File: src/rtl/max_scan_ctrl.sv
// Running-max sequencer for the 10-to-1 softmax input mux: steps sel 1..10,
// tracks the signed maximum and its position. Optional abort input: MAX_SCAN_ABORT_EN.
module max_scan_ctrl #(
  parameter int DATA_WIDTH = 24
) (
  input  logic                  clk,
  input  logic                  rst,
  input  logic                  start,
`ifdef MAX_SCAN_ABORT_EN
  input  logic                  abort,
`endif
  input  logic [DATA_WIDTH-1:0] mux_out,
  output logic [3:0]            sel,
  output logic                  busy,
  output logic                  done,
  output logic [DATA_WIDTH-1:0] max_val,
  output logic [3:0]            max_idx
);

  typedef enum logic {IDLE, SCAN} state_t;

  localparam logic [3:0] LAST_SEL = 4'd10;

  state_t                        state_q, state_d;
  logic [3:0]                    sel_q, sel_d;
  logic                          done_q, done_d;
  logic [DATA_WIDTH-1:0]         max_val_q, max_val_d;
  logic [3:0]                    max_idx_q, max_idx_d;
  logic signed [DATA_WIDTH-1:0]  run_max_q, run_max_d;
  logic [3:0]                    run_idx_q, run_idx_d;
  logic signed [DATA_WIDTH-1:0]  cand_max;
  logic [3:0]                    cand_idx;
  logic                          abort_w;

`ifdef MAX_SCAN_ABORT_EN
  assign abort_w = abort;
`else
  assign abort_w = 1'b0;
`endif

  // The first element seeds the running max; later ones replace it only on a
  // strictly greater value, so ties keep the lowest position.
  always_comb begin
    cand_max = run_max_q;
    cand_idx = run_idx_q;
    if ((sel_q == 4'd1) || ($signed(mux_out) > run_max_q)) begin
      cand_max = $signed(mux_out);
      cand_idx = sel_q;
    end
  end

  always_comb begin
    state_d   = state_q;
    sel_d     = sel_q;
    done_d    = 1'b0;
    max_val_d = max_val_q;
    max_idx_d = max_idx_q;
    run_max_d = run_max_q;
    run_idx_d = run_idx_q;
    case (state_q)
      IDLE: begin
        if (start && !abort_w) begin
          state_d = SCAN;
          sel_d   = 4'd1;
        end
      end
      SCAN: begin
        if (abort_w) begin
          state_d = IDLE;
          sel_d   = 4'd0;
        end else begin
          run_max_d = cand_max;
          run_idx_d = cand_idx;
          if (sel_q == LAST_SEL) begin
            max_val_d = cand_max;
            max_idx_d = cand_idx;
            done_d    = 1'b1;
            sel_d     = 4'd0;
            state_d   = IDLE;
          end else begin
            sel_d = sel_q + 4'd1;
          end
        end
      end
      default: begin
        state_d = IDLE;
        sel_d   = 4'd0;
      end
    endcase
  end

  always_ff @(posedge clk) begin
    if (rst) begin
      state_q   <= IDLE;
      sel_q     <= 4'd0;
      done_q    <= 1'b0;
      max_val_q <= '0;
      max_idx_q <= 4'd0;
      run_max_q <= '0;
      run_idx_q <= 4'd0;
    end else begin
      state_q   <= state_d;
      sel_q     <= sel_d;
      done_q    <= done_d;
      max_val_q <= max_val_d;
      max_idx_q <= max_idx_d;
      run_max_q <= run_max_d;
      run_idx_q <= run_idx_d;
    end
  end

  assign sel     = sel_q;
  assign busy    = (state_q == SCAN);
  assign done    = done_q;
  assign max_val = max_val_q;
  assign max_idx = max_idx_q;

endmodule

File: config.mk
export PLATFORM = sky130hd
export DESIGN_NAME = max_scan_ctrl
export DESIGN_NICKNAME = d
export VERILOG_FILES = /design/src/rtl/max_scan_ctrl.sv
export SDC_FILE = /design/constraint.sdc
export NUM_CORES = 1
export LEC_CHECK = 0
export CORE_MARGIN = 5
export CORE_UTILIZATION = 45
export DETAILED_ROUTE_END_ITERATION = 10
export DONT_BUFFER_PORTS = 1
export PLACE_DENSITY = 0.59
export SETUP_SLACK_MARGIN = 0.05
export SLEW_MARGIN = 40
export SYNTH_ARGS = -nofsm -noshare
export SYNTH_HDL_FRONTEND = slang
export SYNTH_SLANG_ARGS = --single-unit
export TNS_END_PERCENT = 20
File: constraint.sdc
create_clock -name clk -period 2.35 [get_ports clk]
set_input_delay 0.47 -clock clk [delete_from_list [all_inputs] [get_ports clk]]
set_output_delay 0.47 -clock clk [all_outputs]
set_load 0.02 [all_outputs]
==> impl_metrics.yaml, run 1 <==
job:
  drv_cap: 0
critical_path:
  crit_path_end: "run_max_q[20]$_SDFFE_PP0P_"
  rrSetupSlack_ps: 3
  start_kind: "flip-flop"
  cp.arrival_ps: 2560
  r2r-end: "run_max_q[20]$_SDFFE_PP0P_"
  ff2ff_path_depth: 10
  regToRegStartpoint: "run_max_q[1]$_SDFFE_PP0P_"
  crit_required_ps: 2570
  worst_setup_path_end_kind: "flip-flop"
  cp-startpoint: "run_max_q[1]$_SDFFE_PP0P_"
  critPathKind: "flip-flop to flip-flop"
  crit_fanout: 12
drt:
  firstDrtPassIters: 4
  vias: 2995
  drc: 0
  drt-total-wl_um: 9164
  drtIter0Drc: 167
  antenna_left: 0
  wl_per_cell_um: 18.78
  viasPerCell: 6.137
worst_hold_path:
  whs_path_depth: 1
  hold_path_class: "input pin to flip-flop"
pwr:
  p_leak_nw: 1.403
  p_int_mw: 1.766
  p_sw_frac: 0.3066
  powerDensity_nw_per_um2: 604.3
  p_seq_frac: 0.436
  clock_power_share: 0.332
  combPwrFrac: 0.232
  total_power_mw: 2.547
  switchingPower_mw: 0.7808
  peakVddDrop_mv: 0.3011
floorplanning:
  ios: 61
  dieHeight_um: 96.39
  core_um2: 7253
  die_w_um: 96.39
  rows: 31
  start_util: 0.4630
  die_area_um2: 9290
placed_design:
  place_area_um2: 3551
  numPortBuffers: 0
  place_inst: 467
  gp_congestion: 0.7340
  dpl.hpwl_um: 5601
  pre_cts_ws_ps: -74.31
finish:
  layout-drive-gt1-share: 0.3342
  layout_commonest_cell: "dfxtp_1"
  fin_cells: 488
  stdcell_area_um2: 4214
  fin_nets: 436
  diodes: 0
  fin_util: 0.5810
  synthToLayoutAreaGrowth_pct: 25.48
  mostFrequentLayoutCells: "50 x dfxtp_1, 42 x o21ai_0, 24 x nand3_1, 23 x a31oi_1, 19 x o31ai_2"
timing:
  slew_violations: 0
  hold_slack_ps: 197.0
  skew_ps: 10.26
  setup_tns_ps: 0
  fmax_mhz: 426.2
  worst_pin_slew_ps: 538.4
  slew_headroom: 0.6406
  setup_viol: 0
  min_period_ps: 2347
  period_share: 0.9985
  final-hold-violation-count: 0
  fin_ws_ps: 3.425
  rsz0062_at_grt: "yes"
synthesis:
  synth-seq-area-share: 0.3696
  synth.distinct_cells: 41
  avgSynthCellArea_um2: 8.700
  yosys_warnings: 0
  syn_nets: 437
  yosysTopAreaCell: "dfxtp_1"
  syn-instance-count: 386
  synth_area_leaders: "dfxtp_1 37%, ha_1 8.9%, o21ai_0 7.5%"
  synth.cell_area_um2: 3358
  synth.ff_latch_count: 62
  yosys.area.top_type_share: 0.3696
clocking:
  cts_tree: "done"
  cts_root_buf: "clkbuf_8"
  insertion_delay_ps: 340
  cts.reportedPaths.clkPinSlew_ps: 70
  cts.htree.levels: 3
  clockBufferDepth: 2
  cts_sinks: 62
  cts_made_buffers: 9
grt:
  antenna_found_initial: 0
  grt_pass1_wl_um: 13840
  track_usage: 0.1902
  grt_max_degree: 41
  grt_overflow: 0
  grt_pass1_vias: 2768
outcome:
  status: "finished clean"
layout make-up:
| type | instances | area [um^2] |
|---|---|---|
| Clock buffer | 11 | 151.4 |
| Clock inverter | 4 | 22.52 |
| Fill cell | 645 | 3039 |
| Sequential cell | 62 | 1256 |
| Timing Repair Buffer | 25 | 314.1 |
| Inverter | 27 | 101.3 |
| Multi-Input combinational cell | 260 | 2245 |
| Tap cell | 99 | 123.9 |
registers in the layout, summed over array words and instances (netlist names):
register	cells
max_val	24
run_idx_q	4
done	1
busy	1
sel	4
max_idx	4
run_max_q	24
worst max-delay path, stage by stage (launching register included):
cell and delay, ps:
dfxtp_2 330, inv_2 50, ha_4 210, nor2b_4 120, o211ai_2 120, a21oi_1 90, o31a_1 340, o31a_4 450
clkbuf_16 200, o2111ai_1 230, o31ai_2 100
kinds of logic after synthesis:
kind of cell,after synthesis,share of synthesized area
DFF,62,0.3696
buffers and inverters,64,0.07973
muxes,4,0.01230
adders and majority gates,24,0.08942
and+or+nand+nor,81,0.1226
xor gates and xnor gates,1,0.002609
AOI/OAI and AO/OA,150,0.3238
metal layers:
layer	routed length, um	track usage
met1	4194	0.2554
met2	4239	0.2990
met3	638	0.05035
met4	91	0.05724
met5	0	0
cells in the mapped netlist (all sizes together):
cell type,count
xnor2,1
a22o,1
nor2,11
mux2i,3
ha,24
clkbuf,28
inv,27
nor3b,3
and4,2
nor4,2
mux2,1
a21boi,1
a21oi,17
nand4,5
nand3,27
nor3,9
nand2,15
buf,9
o31ai,24
or3,2
o2111ai,24
dfxtp,62
o31a,2
o211ai,1
nor2b,3
o21ai,52
a31oi,25
a21o,1
a32o,2
nand2b,2
what timing repair did:
action,in CTS,in global routing
gates resized for setup,1,78
pin swaps,1,15
hold buffers,0,0
buffers inserted,0,2
gates cloned,0,4
setup endpoints to repair,13,56
power by group through the flow:
stage / clock, mW / combinational (mW) / sequential (mW)
2_1_floorplan: 0 / 0.328 / 1.13
3_3_place_gp: 0 / 0.442 / 1.13
3_5_place_dp: 0 / 0.446 / 1.13
4_1_cts: 0.867 / 0.451 / 1.10
5_1_grt: 0.920 / 0.640 / 1.11
6_report: 0.847 / 0.590 / 1.11
worst min path at each step:
stage	start	to	slack, ps
after global routing	rst	max_idx[2]$_SDFFE_PP0P_	190
after global placement	run_idx_q[1]$_SDFFE_PP0P_	run_idx_q[1]$_SDFFE_PP0P_	440
after CTS	rst	max_idx[2]$_SDFFE_PP0P_	190
after detailed placement	run_idx_q[1]$_SDFFE_PP0P_	run_idx_q[1]$_SDFFE_PP0P_	440
after floorplan	run_idx_q[1]$_SDFFE_PP0P_	run_idx_q[1]$_SDFFE_PP0P_	430
final	rst	max_idx[2]$_SDFFE_PP0P_	200
(Power assumes the default switching activity.)
==> inputs of run 2 (changes only) <==
- SLEW_MARGIN: 40 -> unset
==> results of run 2 <==
Final layout, timing and power as in run 1 (identical DEF).
